`config.mk`:
```
export PLATFORM = sky130hd
export DESIGN_NAME = text_mark_scanner
export DESIGN_NICKNAME = d
export VERILOG_FILES = /design/src/rtl/text_scan_pkg.sv /design/src/rtl/text_scan_matcher.sv /design/src/rtl/text_mark_scanner.sv
export SDC_FILE = /design/constraint.sdc
export NUM_CORES = 1
export LEC_CHECK = 0
export ABC_AREA = 1
export CAP_MARGIN = 10
export CORE_MARGIN = 1
export CORE_UTILIZATION = 62
export DETAILED_ROUTE_END_ITERATION = 10
export PLACE_DENSITY = 0.87
export SETUP_SLACK_MARGIN = 0.5
export SLEW_MARGIN = 20
export SYNTH_ARGS = -nofsm -noshare
export SYNTH_HDL_FRONTEND = slang
export SYNTH_HIERARCHICAL = 1
export SYNTH_SLANG_ARGS = --single-unit
```
`constraint.sdc`:
```
create_clock -name clk -period 6 [get_ports clk]
set_clock_uncertainty 0.15 [all_clocks]
set_input_delay 1.2 -clock clk [delete_from_list [all_inputs] [get_ports clk]]
set_output_delay 1.2 -clock clk [all_outputs]
set_load 0.01 [all_outputs]
```
`src/rtl/text_scan_pkg.sv`:
```
// Shared types and byte constants for the marker-text scanner.
// String-literal states exist only when TEXT_SCAN_STRING_EN is defined.
package text_scan_pkg;

  typedef enum logic [1:0] {
    CTX_CODE      = 2'd0,
    CTX_LINE_CMT  = 2'd1,
    CTX_BLOCK_CMT = 2'd2,
    CTX_STRING    = 2'd3
  } ctx_e;

  typedef enum logic [2:0] {
    ST_CODE,
    ST_SLASH,
    ST_LINE_CMT,
    ST_BLOCK_CMT,
    ST_BLOCK_STAR
`ifdef TEXT_SCAN_STRING_EN
    ,
    ST_STRING,
    ST_STR_ESC
`endif
  } state_e;

  localparam logic [7:0] CH_SLASH  = 8'h2F;
  localparam logic [7:0] CH_STAR   = 8'h2A;
  localparam logic [7:0] CH_NL     = 8'h0A;
  localparam logic [7:0] CH_QUOTE  = 8'h22;
  localparam logic [7:0] CH_BSLASH = 8'h5C;

  // A byte seen in SLASH is code; a byte seen in BLOCK_STAR is still comment.
  function automatic ctx_e state_ctx(input state_e s);
    ctx_e c;
    c = CTX_CODE;
    case (s)
      ST_LINE_CMT:   c = CTX_LINE_CMT;
      ST_BLOCK_CMT:  c = CTX_BLOCK_CMT;
      ST_BLOCK_STAR: c = CTX_BLOCK_CMT;
`ifdef TEXT_SCAN_STRING_EN
      ST_STRING:     c = CTX_STRING;
      ST_STR_ESC:    c = CTX_STRING;
`endif
      default:       c = CTX_CODE;
    endcase
    return c;
  endfunction

endpackage

```
`src/rtl/text_scan_matcher.sv`:
```
// Counts consecutive marker bytes, latches the column of the first one,
// and flags a hit on the byte that completes a run of RUN_LEN.
module text_scan_matcher
  import text_scan_pkg::*;
#(
  parameter int          COL_W   = 12,
  parameter logic [7:0]  MARK    = 8'h58,
  parameter int          RUN_LEN = 3
) (
  input  logic             clk,
  input  logic             rst_n,
  input  logic [7:0]       data,
  input  logic             accept,
  input  logic             clear,
  input  logic [COL_W-1:0] col,
  output logic             hit,
  output logic [COL_W-1:0] hit_col
);

  localparam logic [2:0] LAST = 3'(RUN_LEN - 1);

  logic [2:0]       run_reg;
  logic [COL_W-1:0] first_col_reg;
  logic             is_mark;

  assign is_mark = (data == MARK);
  // RUN_LEN >= 2, so the first column is always latched before a hit.
  assign hit     = accept && is_mark && (run_reg == LAST);
  assign hit_col = first_col_reg;

  always_ff @(posedge clk or negedge rst_n) begin
    if (!rst_n) begin
      run_reg       <= '0;
      first_col_reg <= '0;
    end else begin
      if (clear) begin
        run_reg <= '0;
      end else if (accept) begin
        if (!is_mark || hit) run_reg <= '0;
        else                 run_reg <= run_reg + 3'd1;
      end
      if (accept && is_mark && (run_reg == '0)) first_col_reg <= col;
    end
  end

endmodule

```
`src/rtl/text_mark_scanner.sv`:
```
// Streaming scanner reporting runs of marker bytes with line, column and
// lexical context. Define TEXT_SCAN_STRING_EN to track string literals.
module text_mark_scanner
  import text_scan_pkg::*;
#(
  parameter int         LINE_W  = 16,
  parameter int         COL_W   = 12,
  parameter int         CNT_W   = 16,
  parameter logic [7:0] MARK    = 8'h58,
  parameter int         RUN_LEN = 3
) (
  input  logic              clk,
  input  logic              rst_n,
  input  logic              s_valid,
  output logic              s_ready,
  input  logic [7:0]        s_data,
  input  logic              s_last,
  output logic              m_valid,
  input  logic              m_ready,
  output logic [LINE_W-1:0] m_line,
  output logic [COL_W-1:0]  m_col,
  output logic [1:0]        m_ctx,
  output logic              done,
  output logic [CNT_W-1:0]  done_count
);

  state_e            state_reg, state_next, code_next;
  logic              ready_en_reg;
  logic [LINE_W-1:0] line_reg;
  logic [COL_W-1:0]  col_reg;
  logic [CNT_W-1:0]  cnt_reg, cnt_plus;
  logic              m_valid_reg;
  logic [LINE_W-1:0] m_line_reg;
  logic [COL_W-1:0]  m_col_reg;
  ctx_e              m_ctx_reg;
  logic              done_reg;
  logic [CNT_W-1:0]  done_count_reg;
  logic              accept, hit;
  logic [COL_W-1:0]  hit_col;
  ctx_e              byte_ctx;

  // s_ready stays low until the first clock after reset release.
  assign s_ready    = ready_en_reg && (!m_valid_reg || m_ready);
  assign accept     = s_valid && s_ready;
  assign byte_ctx   = state_ctx(state_reg);
  assign cnt_plus   = (hit && (cnt_reg != '1)) ? cnt_reg + CNT_W'(1) : cnt_reg;

  assign m_valid    = m_valid_reg;
  assign m_line     = m_line_reg;
  assign m_col      = m_col_reg;
  assign m_ctx      = m_ctx_reg;
  assign done       = done_reg;
  assign done_count = done_count_reg;

  text_scan_matcher #(
    .COL_W   (COL_W),
    .MARK    (MARK),
    .RUN_LEN (RUN_LEN)
  ) u_matcher (
    .clk     (clk),
    .rst_n   (rst_n),
    .data    (s_data),
    .accept  (accept),
    .clear   (accept && s_last),
    .col     (col_reg),
    .hit     (hit),
    .hit_col (hit_col)
  );

  always_comb begin
    code_next  = ST_CODE;
    state_next = state_reg;
    if (s_data == CH_SLASH) code_next = ST_SLASH;
`ifdef TEXT_SCAN_STRING_EN
    else if (s_data == CH_QUOTE) code_next = ST_STRING;
`endif
    if (accept) begin
      if (s_last) begin
        state_next = ST_CODE;
      end else begin
        case (state_reg)
          ST_CODE:  state_next = code_next;
          ST_SLASH: begin
            if (s_data == CH_SLASH)     state_next = ST_LINE_CMT;
            else if (s_data == CH_STAR) state_next = ST_BLOCK_CMT;
            else                        state_next = code_next;
          end
          ST_LINE_CMT:  if (s_data == CH_NL) state_next = ST_CODE;
          ST_BLOCK_CMT: if (s_data == CH_STAR) state_next = ST_BLOCK_STAR;
          ST_BLOCK_STAR: begin
            if (s_data == CH_SLASH)     state_next = ST_CODE;
            else if (s_data != CH_STAR) state_next = ST_BLOCK_CMT;
          end
`ifdef TEXT_SCAN_STRING_EN
          ST_STRING: begin
            if (s_data == CH_BSLASH)                        state_next = ST_STR_ESC;
            else if (s_data == CH_QUOTE || s_data == CH_NL) state_next = ST_CODE;
          end
          ST_STR_ESC: state_next = ST_STRING;
`endif
          default: state_next = ST_CODE;
        endcase
      end
    end
  end

  always_ff @(posedge clk or negedge rst_n) begin
    if (!rst_n) begin
      state_reg    <= ST_CODE;
      ready_en_reg <= 1'b0;
      line_reg     <= LINE_W'(1);
      col_reg      <= COL_W'(1);
      cnt_reg      <= '0;
    end else begin
      state_reg    <= state_next;
      ready_en_reg <= 1'b1;
      if (accept) begin
        if (s_last) begin
          line_reg <= LINE_W'(1);
          col_reg  <= COL_W'(1);
          cnt_reg  <= '0;
        end else begin
          cnt_reg <= cnt_plus;
          if (s_data == CH_NL) begin
            if (line_reg != '1) line_reg <= line_reg + LINE_W'(1);
            col_reg <= COL_W'(1);
          end else if (col_reg != '1) begin
            col_reg <= col_reg + COL_W'(1);
          end
        end
      end
    end
  end

  // A run cannot span a newline, so the current line is the hit's line.
  always_ff @(posedge clk or negedge rst_n) begin
    if (!rst_n) begin
      m_valid_reg    <= 1'b0;
      m_line_reg     <= '0;
      m_col_reg      <= '0;
      m_ctx_reg      <= CTX_CODE;
      done_reg       <= 1'b0;
      done_count_reg <= '0;
    end else begin
      if (hit) begin
        m_valid_reg <= 1'b1;
        m_line_reg  <= line_reg;
        m_col_reg   <= hit_col;
        m_ctx_reg   <= byte_ctx;
      end else if (m_ready) begin
        m_valid_reg <= 1'b0;
      end
      done_reg <= accept && s_last;
      if (accept && s_last) done_count_reg <= cnt_plus;
    end
  end

endmodule

```
==> impl_metrics.ini, run 1 <==
[min_path]
worstHoldPathType = reg -> reg
hp-start = u_matcher/hit_col[7]
timing.hold.worst_endpoint = m_col[7]
hold-path-cell-count = 2

[global_route]
maximum_number_of_pins_on_one_net_before_global_route_repair = 63
antenna_found_initial = 0
gr_layer_usage_met2_pct = 47.27
grt_first_pass_wirelength_um = 22220
overflow = 0
groute.layer.met1.usage_pct = 37.21
grt_util_met3_pct = 4.666
first_global_vias = 4939
track_usage_pct = 28.08
grt_most_used_layer = met2

[layout]
final_area_um2 = 6740
flow.area_growth_from_synthesis_pct = 13.53
drive_gt1_share_pct = 7.118
finish.net_count = 871
ant_cells = 0

[yosys]
synth.avg_cell_area_um2 = 7.393
synth_area_leader_cell = dfrtp_1
synth_top_area_share_pct = 45.94
ys.warnings.count = 6
netlist-cell-type-count = 36
synth.most_common_cell = nand2_1
post_synth_inst_count = 803
yosys_register_bits = 111
sequential_share_of_the_synthesized_area_pct = 46.83
ys.flop_type = dfrtp_1
netlist_top_cells_area = dfrtp_1 46%, nand2_1 21%, nand3_1 6.7%
mappedNetlistArea_um2 = 5937
synth.top_cells.by_count = 339 x nand2_1, 109 x dfrtp_1, 79 x nand3_1, 72 x inv_1, 57 x nor2_1
synth_nets = 822
postSynth.asyncResetShare_pct = 100.0
synth_enable_flop_cells = 0

[die]
floorplan_die_width_um = 99.86
floorplan.initialDensity_pct = 64.25
dieArea_um2 = 9971
design.core.area_um2 = 9240
num_rows = 35
die_y_um = 99.86
io-pin-count = 62

[routing]
wirelength_um = 13130
drt-pass1-iter-count = 5
remaining_drc_errors = 0
via_count = 5342
post_drt_wl_per_cell_um = 13.32
ant_nets = 0
via_per_inst = 5.418
drt_first_iter_violations = 326

[timing]
final.period_utilization_pct = 63.78
tightestPinTransition_ns = 0.7878
slew_violations = 0
relSlewSlack_pct = 47.48
fin_crit_ns = 3.827
rsz_0062_raised_after_global_routing = no
tns_ns = 0
hold_viol_final = 0
setup_viol_count_final = 0
max_freq_ghz = 0.2613

[pwr]
pwr-share-seq_pct = 59.1
switching_share_pct = 27.58
power-per-cell-area_nw_per_um2 = 201.4
combPwrFrac_pct = 9.1
ir_worst_vdd_mv = 0.1176
share_clk_of_total_power_pct = 31.8
internal_power_component_uw = 983.1
total_leakage_power_nw = 3.392
p_sw_uw = 374.5

[run]
max_cap_viol_count = 0

[worst_setup_path]
critical_path_peak_fanout = 43
worstSetupEndpointType = register
rr_worst_depth = 15
worst_ep_arrival_time_ns = 3.94
worst_ep_required_time_ns = 6.12
path_class = in -> reg
critPathLaunchType = input pin
crit-reg2reg-launch = m_valid
worst_r2r_end = done_count[5]
reg2reg_slack_ns = 3.00

[clocking]
cts_tree = done
cell_at_the_root_of_the_clock_tree = clkbuf_8
cts_resized = 0
cts_hold_buffers = 0
worst_setup_hold_path_clk_slew_ns = 0.11
worst_skew_pair.late_latency_ns = 0.37
cts-root-to-sink-buffers = 2
cts_htree_levels = 3
clock-sinks = 111
numCtsBuffers = 9
number_of_buffers_inserted_to_repair_setup_after_cts = 0

[run_status]
status = complete, no violations

[placement]
routabilityCongestion = 0.9474
dp_hpwl_um = 9423
placement.cell_area_um2 = 6551
port-buffer-count = 61
worst max-delay path, cell delays in order:
cell             delay [ns]
clkdlybuf4s50_1        0.42
nor2_1                 0.13
nor2_2                 0.06
nand2_2                0.38
inv_2                  0.27
nand3_1                0.15
inv_1                  0.06
inv_2                  0.52
nor2_1                 0.18
nand2_1                0.17
inv_1                  0.08
nand2_1                0.07
nand2_1                0.09
nand3_1                0.09
nand2_1                0.06
layout by cell type (no fill, tap or decap), drive strengths merged, types with 2 or more instances in the layout:
cell type      instances
clkinv                 6
dfrtp                109
nand4                 19
clkdlybuf4s50         60
ha                     6
xnor2                  3
nand3b                 4
dfstp                  2
inv                   80
o21ai                 30
nor2                  67
buf                    3
nand2                345
xor2                   9
or2                    4
clkbuf                 9
a21oi                  4
nor3                   7
nand3                 83
power groups by stage:
stage	combinational (mW)	clock (mW)	sequential [mW]
finish	0.124	0.431	0.803
global route	0.140	0.467	0.807
CTS	0.125	0.441	0.802
detailed placement	0.124	0	0.817
global placement	0.119	0	0.815
floorplan	0.0685	0	0.813
stage by stage:
step / worst slack [ns] / instances / util, % / hold slack, ns / total power [mW]
2_1_floorplan: 2.818 / 803 / - / 0.2921 / 0.8816
3_3_place_gp: 1.925 / 970 / 70.90 / 0.3057 / 0.9341
3_5_place_dp: 1.807 / 970 / 70.90 / 0.3122 / 0.9410
4_1_cts: 2.208 / 986 / 72.95 / 0.3374 / 1.368
5_1_grt: 1.884 / 986 / 72.95 / 0.3549 / 1.414
6_report: 2.173 / 986 / 72.95 / 0.3261 / 1.358
per-layer routing:
metal | wire length [um] | share of wire, % | vias to the layer above
met5 | 0 | 0 | -
met4 | 272 | 2.1 | 0
met3 | 706 | 5.4 | 33
met2 | 6486 | 49 | 195
met1 | 5664 | 43 | 2499
li1 | - | - | 2615
cells by family after synthesis:
| family | Yosys count | share of synthesized area [%] |
|---|---|---|
| XOR/XNOR | 12 | 1.770 |
| adder cells (fa/ha/maj) | 6 | 1.264 |
| buffers and inverters | 105 | 7.924 |
| other | 1 | 0.06316 |
| AND/OR/NAND/NOR | 531 | 38.48 |
| AO/OA/AOI/OAI | 37 | 3.667 |
| flip-flops | 111 | 46.83 |
area by class of cell:
cell class	instances	area [um2]
tap	129	161.4
timing repair buffer	63	623.1
sequential	111	2780
fill	733	2500
clock inverter	7	65.06
inverter	80	300.3
clock buffer	9	123.9
multi-input combinational	587	2686
worst max-delay path by stage:
stage,startpoint,to,slack [ns],depth (start not counted)
after CTS,m_ready,done_count[5],2.21,15
after detailed placement,m_ready,cnt_reg[14],1.81,14
final,m_ready,done_count[5],2.17,15
after global placement,m_ready,done_count[14],1.92,14
after floorplan,m_ready,cnt_reg[14],2.82,16
after global routing,m_ready,done_count[9],1.88,14
Power figures use the tool's default switching activity.
==> inputs of run 2 (changes only) <==
- CORE_UTILIZATION: 62 -> 52
- PLACE_DENSITY: 0.87 -> 0.78
- clock period: 6 -> 3.45 ns (I/O delays scaled with it)
==> run 2 against run 1 <==
Against the previous run:
- count of clock-buffer cells in the layout is the same
- worst hold slack lost 0.22 ns
- non-clock buffer count grew 7
- critical path depth shrank 11
- register-to-register slack lost 1.9 ns
- die area grew 19%
- combinational power grew 81%
- sequential power grew 74%
- setup slack lost 1.6 ns
==> impl_metrics.ini, run 2 (synthesis results as in run 1) <==
[pwr]
total_leakage_power_nw = 3.516
total_power_mw = 2.876
p_sw_uw = 652.5
ir_worst_vdd_mv = 0.3524
pwr-share-seq_pct = 48.5
share_clk_of_total_power_pct = 43.7
switching_share_pct = 22.69
power-per-cell-area_nw_per_um2 = 411.0
internal_power_component_mw = 2.223
combPwrFrac_pct = 7.8

[die]
die_y_um = 108.9
dieArea_um2 = 11850
io-pin-count = 62
floorplan_die_width_um = 108.9
floorplan.initialDensity_pct = 54.06
design.core.area_um2 = 10980
num_rows = 38

[clocking]
worst_skew_pair.late_latency_ns = 0.35
cts-root-to-sink-buffers = 2
cts_resized = 0
cts_htree_levels = 3
worst_setup_hold_path_clk_slew_ns = 0.06
clock-sinks = 111
numCtsBuffers = 9
number_of_buffers_inserted_to_repair_setup_after_cts = 0
cts_hold_buffers = 0
cell_at_the_root_of_the_clock_tree = clkbuf_16
cts_tree = done

[timing]
relSlewSlack_pct = 66.66
tns_ns = 0
hold_viol_final = 0
tightestPinTransition_ns = 0.4995
slew_violations = 0
max_freq_ghz = 0.3534
fin_crit_ns = 2.829
final.period_utilization_pct = 82.01
setup_viol_count_final = 0
fin_ws_ns = 0.6207
rsz_0062_raised_after_global_routing = no

[layout]
layout_commonest_cell = nand2_1
finish.cell_count_without_fillers = 1004
ant_cells = 0
flow.area_growth_from_synthesis_pct = 17.87
nFillCells = 936
finish.net_count = 878
drive_gt1_share_pct = 7.870
most-common-layout-cells = 339 x nand2_1, 109 x dfrtp_1, 79 x nand3_1

[routing]
via_per_inst = 5.189
drt_first_iter_violations = 300
remaining_drc_errors = 0
post_drt_wl_per_cell_um = 13.33
via_count = 5210
ant_nets = 0
wirelength_um = 13380
drt-pass1-iter-count = 5

[placement]
place_inst = 988
dp_hpwl_um = 9790
pre_cts_setup_slack_ns = 0.4471
routabilityCongestion = 0.8838
port-buffer-count = 61

[worst_setup_path]
worst_ep_required_time_ns = 2.61
crit-reg2reg-launch = u_matcher/run_reg[0]
critical_path_peak_fanout = 2
worst_ep_arrival_time_ns = 1.99
rr_worst_depth = 13
worstSetupEndpointType = primary output
critPathLaunchType = input pin
path_class = in -> out
critPathLaunch = m_ready

[global_route]
track_usage_pct = 24.35
maximum_number_of_pins_on_one_net_before_global_route_repair = 56
antenna_found_initial = 0
grt_first_pass_wirelength_um = 22450
first_global_vias = 4920
overflow = 0

[run_status]
status = complete, no violations

[run]
max_cap_viol_count = 0

[min_path]
worstHoldPathType = in -> async
[run 2: cell count changes in the layout (fill, tap and decap cells not counted)]
cell,before,now
inv_8,2,0
inv_6,0,1
clkinv_2,0,1
buf_12,0,1
clkinv_4,4,1
clkbuf_8,9,0
clkbuf_16,0,9
buf_4,3,9
clkinvlp_4,1,0
bufinv_16,0,4
[run 2: power groups by stage]
stage	Sequential, mW	Combinational [mW]	Clock [mW]
6_report	1.40	0.224	1.26
5_1_grt	1.40	0.255	1.33
4_1_cts	1.39	0.227	1.28
3_5_place_dp	1.42	0.226	0
3_3_place_gp	1.42	0.219	0
2_1_floorplan	1.41	0.119	0
[run 2: worst paths after layout]
path,end,slack [ns]
setup / recovery,s_ready,0.62
hold / removal,m_col[2],0.11
setup reg to reg,cnt_reg[14],1.14
hold reg to reg,m_col[7],0.32
max in group asynchronous,line_reg[0],2.28
min in group clk,m_col[7],0.32
[run 2: stage by stage]
step | hold WS [ns] | utilization [%] | area [um2]
4_1_cts | 0.1115 | 63.72 | 6998
3_5_place_dp | 0.3115 | 60.37 | 6630
3_3_place_gp | 0.3021 | 60.37 | 6630
5_1_grt | 0.1211 | 63.72 | 6998
2_1_floorplan | 0.2444 | - | 5937
6_report | 0.1067 | 63.72 | 6998
[run 2: layer usage]
| metal | track usage, % | part of all wire, % |
|---|---|---|
| met5 | 0 | 0 |
| met4 | 6.564 | 1.1 |
| met3 | 5.738 | 5.6 |
| met2 | 40.37 | 48 |
| met1 | 32.03 | 45 |
[run 2: layout make-up]
cell class,instances,area [um2],share of cell area [%]
multi-input combinational,587,2686,38.39
sequential,111,2780,39.73
clock inverter,7,142.6,2.038
clock buffer,9,225.2,3.218
tap,140,175.2,2.503
inverter,80,300.3,4.291
timing repair buffer,70,688.2,9.834
[run 2: critical path, stage by stage]
cell and delay (ns):
clkdlybuf4s50_1 0.49, nor2_1 0.07, nor2_2 0.10, clkdlybuf4s50_1 0.64
==> inputs of run 3 (changes only) <==
- CORE_UTILIZATION: 52 -> 57
- PLACE_DENSITY: 0.78 -> 0.81
- clock period: 3.45 -> 2.7 ns (I/O delays scaled with it)
==> run 3 against run 2 <==
Against the previous run:
- cell area grew 0.86%
- setup slack lost 0.042 ns
- largest cell class is now multi-input combinational cells
- total power grew 6.8%
- first-iteration DRC count grew 19%
- sequential cell count is the same
- critical path type is now in -> reg
- clock power shrank 22%
- combinational power grew 33%
- largest power group unchanged
- worst hold slack gained 0.23 ns
- via count grew 2.4%
- register-to-register slack lost 0.50 ns
==> impl_metrics.ini, run 3 (synthesis results as in run 1) <==
[die]
io-pin-count = 62
floorplan.initialDensity_pct = 59.64
die_y_um = 104.1
floorplan_die_width_um = 104.1
design.core.area_um2 = 9955
dieArea_um2 = 10830
num_rows = 36

[routing]
drt_first_iter_violations = 358
remaining_drc_errors = 0
via_per_inst = 5.291
post_drt_wl_per_cell_um = 13.74
drt-pass1-iter-count = 6
wirelength_um = 13850
via_count = 5333
ant_nets = 0

[timing]
fin_crit_ns = 2.122
final.period_utilization_pct = 78.58
tns_ns = 0
rsz_0062_raised_after_global_routing = yes
setup_viol_count_final = 0
max_freq_ghz = 0.4713
tightestPinTransition_ns = 0.5125
hold_viol_final = 0
slew_violations = 0
relSlewSlack_pct = 65.83
fin_hold_ws_ns = 0.3331

[pwr]
combPwrFrac_pct = 9.7
total_leakage_power_nw = 3.557
switching_share_pct = 26.12
power-per-cell-area_nw_per_um2 = 435.1
share_clk_of_total_power_pct = 32.2
pwr-share-seq_pct = 58.1
internal_power_component_mw = 2.269
ir_worst_vdd_mv = 0.3337
p_sw_uw = 802.2

[placement]
placement.cell_area_um2 = 6736
routabilityCongestion = 0.9070
port-buffer-count = 61
dp_hpwl_um = 9818

[layout]
layout_commonest_cell = nand2_1
finish.net_count = 889
final_area_um2 = 7058
flow.area_growth_from_synthesis_pct = 18.88
most-common-layout-cells = 336 x nand2_1, 109 x dfrtp_1, 76 x nand3_1
core_utilization_of_the_finished_layout_pct = 70.90
ant_cells = 0
drive_gt1_share_pct = 10.86

[clocking]
clock-sinks = 111
cell_at_the_root_of_the_clock_tree = clkbuf_8
cts-root-to-sink-buffers = 2
worst_setup_hold_path_clk_slew_ns = 0.10
worst_skew_pair.late_latency_ns = 0.39
cts_tree = done
numCtsBuffers = 9
cts_htree_levels = 3

[worst_setup_path]
critPathLaunchType = input pin
worstSetupEndpointType = register
worst_ep_required_time_ns = 2.83
worst_ep_arrival_time_ns = 2.25
path_class = in -> reg
critical_path_peak_fanout = 4

[global_route]
first_global_vias = 5236
grt_first_pass_wirelength_um = 23880
antenna_found_initial = 0
overflow = 0
maximum_number_of_pins_on_one_net_before_global_route_repair = 45
track_usage_pct = 27.16

[run_status]
status = complete, no violations

[run]
max_cap_viol_count = 0

[min_path]
worstHoldPathType = reg -> reg
[run 3: cell types whose count changed in the layout (fill, tap and decap cells not counted), sizes merged]
| cell | previous run | this run |
|---|---|---|
| buf | 10 | 19 |
| clkdlybuf4s50 | 60 | 54 |
| dlymetal6s2s | 0 | 4 |
| bufinv | 4 | 1 |
| clkinvlp | 0 | 3 |
| dlygate4sd2 | 0 | 2 |
| clkbuf | 9 | 10 |
| dlygate4sd3 | 0 | 1 |
| inv | 79 | 78 |
| nand3 | 83 | 84 |
[run 3: final timing paths]
path	from	end	slack (ns)	cells after the start
setup / recovery	s_data[3]	done_count[11]	0.58	14
hold / removal	m_col[11]	m_col[11]	0.33	2
setup reg to reg	cnt_reg[0]	done_count[2]	0.64	9
hold reg to reg	m_col[11]	m_col[11]	0.33	2
max in group asynchronous	rst_n	m_line[6]	1.12	3
min in group asynchronous	rst_n	m_col[9]	0.52	2
[run 3: area by class of cell]
| type | instances | area [um2] |
|---|---|---|
| clock buffers | 10 | 127.6 |
| clock inverters | 6 | 62.56 |
| fillers | 794 | 2897 |
| inverters | 80 | 310.3 |
| multi-input cells | 588 | 2821 |
| flip-flops and latches | 111 | 2780 |
| well taps | 133 | 166.4 |
| repair buffers | 80 | 789.5 |
[run 3: worst max-delay path, cell delays in order]
cell and delay [ns]:
clkdlybuf4s50_1 0.49, nand2_1 0.07, nor2_1 0.11, and2_4 0.16, nand3_2 0.09, inv_4 0.10
buf_6 0.13, nand2_1 0.07, nor2_2 0.17, nand2_1 0.08, nand2_1 0.06, nand2_1 0.06
nand2_1 0.07, nand2_1 0.05
[run 3: through the flow]
step                setup slack, ns  total power, mW  instances
finish                       0.5784            3.071       1008
global route                 0.4631            3.194       1008
CTS                          0.5217            3.082       1005
detailed placement          0.06034            2.111        988
global placement             0.1530            2.093        988
floorplan                    0.5070            1.961        803
[run 3: power groups by stage]
stage,Combinational [mW],Clock [mW],Sequential [mW]
final,0.298,0.989,1.78
after global routing,0.338,1.06,1.80
after CTS,0.297,1.00,1.78
after detailed placement,0.295,0,1.82
after global placement,0.282,0,1.81
after floorplan,0.155,0,1.81
[run 3: timing repair]
item / 4_1_cts / 5_1_grt
setup endpoints to repair: 13 / 52
buffers inserted: 0 / 2
pin swaps: 1 / 2
hold buffers: 1 / 0
hold endpoints to repair: 38 / 0
resized for setup: 5 / 20
gates cloned: 0 / 1
[run 3: routing by layer]
metal	global-route usage, %	vias to the layer above	share of wire (%)
li1	-	2641	-
met1	33.83	2491	43
met2	47.43	175	50
met3	4.511	26	5.3
met4	10.00	0	2.1
met5	0	-	0
==> edit 1, RTL diff (config.mk and constraints of run 2) <==
Set the parameter `CNT_W` to 32 (it was 16).
--- a/src/rtl/text_mark_scanner.sv
+++ b/src/rtl/text_mark_scanner.sv
@@ -5,7 +5,7 @@
 #(
   parameter int         LINE_W  = 16,
   parameter int         COL_W   = 12,
-  parameter int         CNT_W   = 16,
+  parameter int         CNT_W   = 32,
   parameter logic [7:0] MARK    = 8'h58,
   parameter int         RUN_LEN = 3
 ) (
Interface: changed (resized done_count); port bits go from 62 to 78. The function was not compared with the original's and may differ.
==> edit 1 against run 2 <==
Fmax down 0.29%; global-route usage up 2.2 points; setup slack worse by 8.3 ps; synthesized area up 30%; routed wire length up 40%; sequential power up 27%; final area up 33%; sequential cell count up 32; final cell count up 34%; power up 41%; critical path type unchanged; critical endpoint unchanged; largest power group is now the clock network.
==> edit 1: results (changes against run 2) <==
run_status:
  outcome: "finished, final reports clean"  # unchanged
cells_and_area:
  drive_gt1_share_pct: 7.16  # was 7.87%
  final_cell_area_mm2: 0.00933  # was 0.00700 mm2
  nNetsFinal: 1165  # was 878
power_and_ir_drop:
  ir_drop_v: 0.000370  # was 0.000352 V
  p_total_uw: 4060  # was 2880 uW
  p_sw_uw: 948  # was 653 uW
timing:
  worst_slew_pin_slew_ps: 634  # was 500 ps
  fin_hold_ws_ps: 111  # was 107 ps
place:
  dp.cells: 1311  # was 988
  gp_congestion: 0.883  # was 0.884
  placed_cell_area_mm2: 0.00869  # was 0.00663 mm2
  place_hpwl_mm: 12.7  # was 9.79 mm
  numPortBuffers: 77  # was 61
logic_synthesis:
  synth.avg_cell_area_um2: 7.22  # was 7.39 um2
  netlist_top_cells_area: "dfrtp_1, nand2_1, nand3_1"  # unchanged
  syn_nets: 1091  # was 822
  synth_seq_area_share_pct: 46.2  # was 46.8%
critical_path:
  timing.rr.end: "done_count[26]"  # was cnt_reg[14]
  r2r_setup_slack_ps: 1030  # was 1140 ps
clock_network:
  numCtsBuffers: 17  # was 9
grt:
  grt_first_pass_wirelength_mm: 31.2  # was 22.5 mm
  grt_pass1_vias: 6541  # was 4920
  grt_usage_pct: 26.5  # was 24.4%
drt:
  vias: 6985  # was 5210
  via_per_inst: 5.20  # was 5.19
  wirelength_mm: 18.8  # was 13.4 mm
## edit 1: cell families (layout without fill, tap and decap cells)
group,count (synthesis),count (layout),share of synthesized area (%)
compound gates,52,52,3.67
xor+xnor,17,17,1.92
fa+ha+maj,6,6,0.969
buf+inv,129,216,7.16
flops,143,143,46.2
other cells,1,1,0.0484
simple gates,724,724,40.0
## edit 1: final cells by class
cell class                      count  area [um2]
Timing Repair Buffer               92         922
Tap cell                          184         230
Clock buffer                       18         429
Fill cell                        1290        5200
Clock inverter                     14         215
Multi-Input combinational cell    800        3610
Inverter                           92         345
Sequential cell                   143        3580
## edit 1: metal layers
layer	up-vias	share of wire (%)	global-route usage, %
li1	3537	-	-
met2	183	47	43.6
met3	17	5.2	5.68
met5	-	0	0
met1	3248	46	35.0
met4	0	1.1	8.33
==> edit 2, RTL diff (settings of run 2) <==
Without the edit above. Re-encode `state_e` (5 states) as one-hot, 5 bits wide.
--- a/src/rtl/text_scan_pkg.sv
+++ b/src/rtl/text_scan_pkg.sv
@@ -9,12 +9,12 @@
     CTX_STRING    = 2'd3
   } ctx_e;
 
-  typedef enum logic [2:0] {
-    ST_CODE,
-    ST_SLASH,
-    ST_LINE_CMT,
-    ST_BLOCK_CMT,
-    ST_BLOCK_STAR
+  typedef enum logic [4:0] {
+    ST_CODE       = 5'b00001,
+    ST_SLASH      = 5'b00010,
+    ST_LINE_CMT   = 5'b00100,
+    ST_BLOCK_CMT  = 5'b01000,
+    ST_BLOCK_STAR = 5'b10000
 `ifdef TEXT_SCAN_STRING_EN
     ,
     ST_STRING,
Check against the original RTL: no difference found for any inputs over 4 cycles, from zero or initial values and one cycle with rst_n low; so few cycles prove little.
==> edit 2 against run 2 <==
The flow now finishes with violations (DRC); routed wire length barely moved; count of clock-buffer cells in the layout grew 14; synthesized cell count grew 6.6%; global-route usage shrank 1.1 points; setup slack gained 160 ps; register-to-register slack better by 50 ps; sequential cell count increased by 2; power up 17%; first-iteration DRC count down 5.0%; final area up 7.1%; fmax grew 5.9%; combinational power rose by 6%; synthesized area rose by 5.5%; largest cell class is now multi-input gates.
==> edit 2: results (changes against run 2) <==
run_status:
  outcome: "complete, but fails checks"  # was finished, final reports clean
  violations: "DRC"
clock_network:
  htree_levels: 4  # was 3
  path_clk_slew_ps: 50
  post-cts-setup-buffer-count: 0  # unchanged
  root_buffer: "clkbuf_16"  # unchanged
  clock_latency_ps: 410  # was 350 ps
  numCtsBuffers: 17  # was 9
timing:
  period_minus_slack_ps: 2670  # was 2830 ps
  slew_headroom_pct: 56.5  # was 66.7%
  fin_hold_ws_ps: 173  # was 107 ps
logic_synthesis:
  synth.avg_cell_area_um2: 7.32  # was 7.39 um2
  synthFlopType: "dfrtp_1"  # unchanged
  yosys_warnings: 6  # unchanged
  yosysUniqueCellTypes: 39  # was 36
  synth_compound_area_share_pct: 3.52  # was 3.67%
  synth_xor_area_share_pct: 1.40  # was 1.77%
  synth_common_cells: "nand2_1, dfrtp_1, inv_1"  # was nand2_1, dfrtp_1, nand3_1
  synthAdderAreaFrac_pct: 1.20  # was 1.26%
  synth_seq_area_share_pct: 45.2  # was 46.8%
  syn_nets: 875  # was 822
  netlist_top_cells_area: "dfrtp_1, nand2_1, nand3_1"  # unchanged
critical_path:
  arrival_ps: 1830  # was 1990 ps
  cpMaxStageDelayCell: "clkdlybuf4s50_1"  # unchanged
  cpPeakStageDelay_ps: 530  # was 640 ps
  r2r_setup_slack_ps: 1190  # was 1140 ps
  timing.rr.end: "done_count[7]"  # was cnt_reg[14]
  crit_path_end: "s_ready"  # unchanged
place:
  pre_cts_ws_ps: 397  # was 447 ps
  placed_cell_area_mm2: 0.00693  # was 0.00663 mm2
  gp_congestion: 0.922  # was 0.884
  numPortBuffers: 61  # unchanged
  dp.cells: 1041  # was 988
  place_hpwl_mm: 9.16  # was 9.79 mm
power_and_ir_drop:
  sequentialPowerShare_pct: 42.5  # was 48.5%
  power.switching_fraction_pct: 22.4  # was 22.7%
  power.density_mw_per_mm2: 449  # was 411 mW/mm2
  p_leak_uw: 0.00375  # was 0.00352 uW
  p_clk_uw: 1700  # was 1260 uW
  ir_drop_v: 0.000290  # was 0.000352 V
drt:
  wirelength_mm: 13.4  # about the same
  dr.pass1.iters: 7  # was 5
  first_iter_violations: 285  # was 300
  drc_errors: 3  # was 0
  vias: 5390  # was 5210
  wl_per_cell_um: 12.5  # was 13.3 um
grt:
  grt_max_degree: 63  # was 56
  grt_first_pass_wirelength_mm: 23.3  # was 22.5 mm
  grt_usage_pct: 23.2  # was 24.4%
  grt_pass1_vias: 5135  # was 4920
cells_and_area:
  fillCellCount: 1000  # was 936
  nNetsFinal: 936  # was 878
  drive_gt1_share_pct: 8.30  # was 7.87%
  seq_area_mm2: 0.00283  # was 0.00278 mm2
-- edit 2: logic make-up (layout without fill, tap and decap cells) --
| logic type | Yosys count | count (layout) |
|---|---|---|
| AO/OA/AOI/OAI | 39 | 39 |
| XOR/XNOR | 10 | 10 |
| adder cells (fa/ha/maj) | 6 | 6 |
| buffers and inverters | 114 | 186 |
| flip-flops | 113 | 113 |
| other | 1 | 1 |
| AND/OR/NAND/NOR | 573 | 573 |
-- edit 2: final cells by class --
| type | count | share of cell area (%) |
|---|---|---|
| clock inverters | 7 | 1.47 |
| repair buffers | 68 | 8.98 |
| flip-flops and latches | 113 | 37.8 |
| inverters | 88 | 4.44 |
| clock buffers | 23 | 6.11 |
| multi-input cells | 629 | 38.9 |
| well taps | 143 | 2.39 |
-- edit 2: routing by layer --
layer  vias to the layer above  GRT usage, %  routed length (um)
met5                         -             0                   0
met4                         0          8.38                 155
met3                        13          5.39                 588
met2                       108          38.2                6310
met1                      2464          29.9                6340
li1                       2805             -                   -
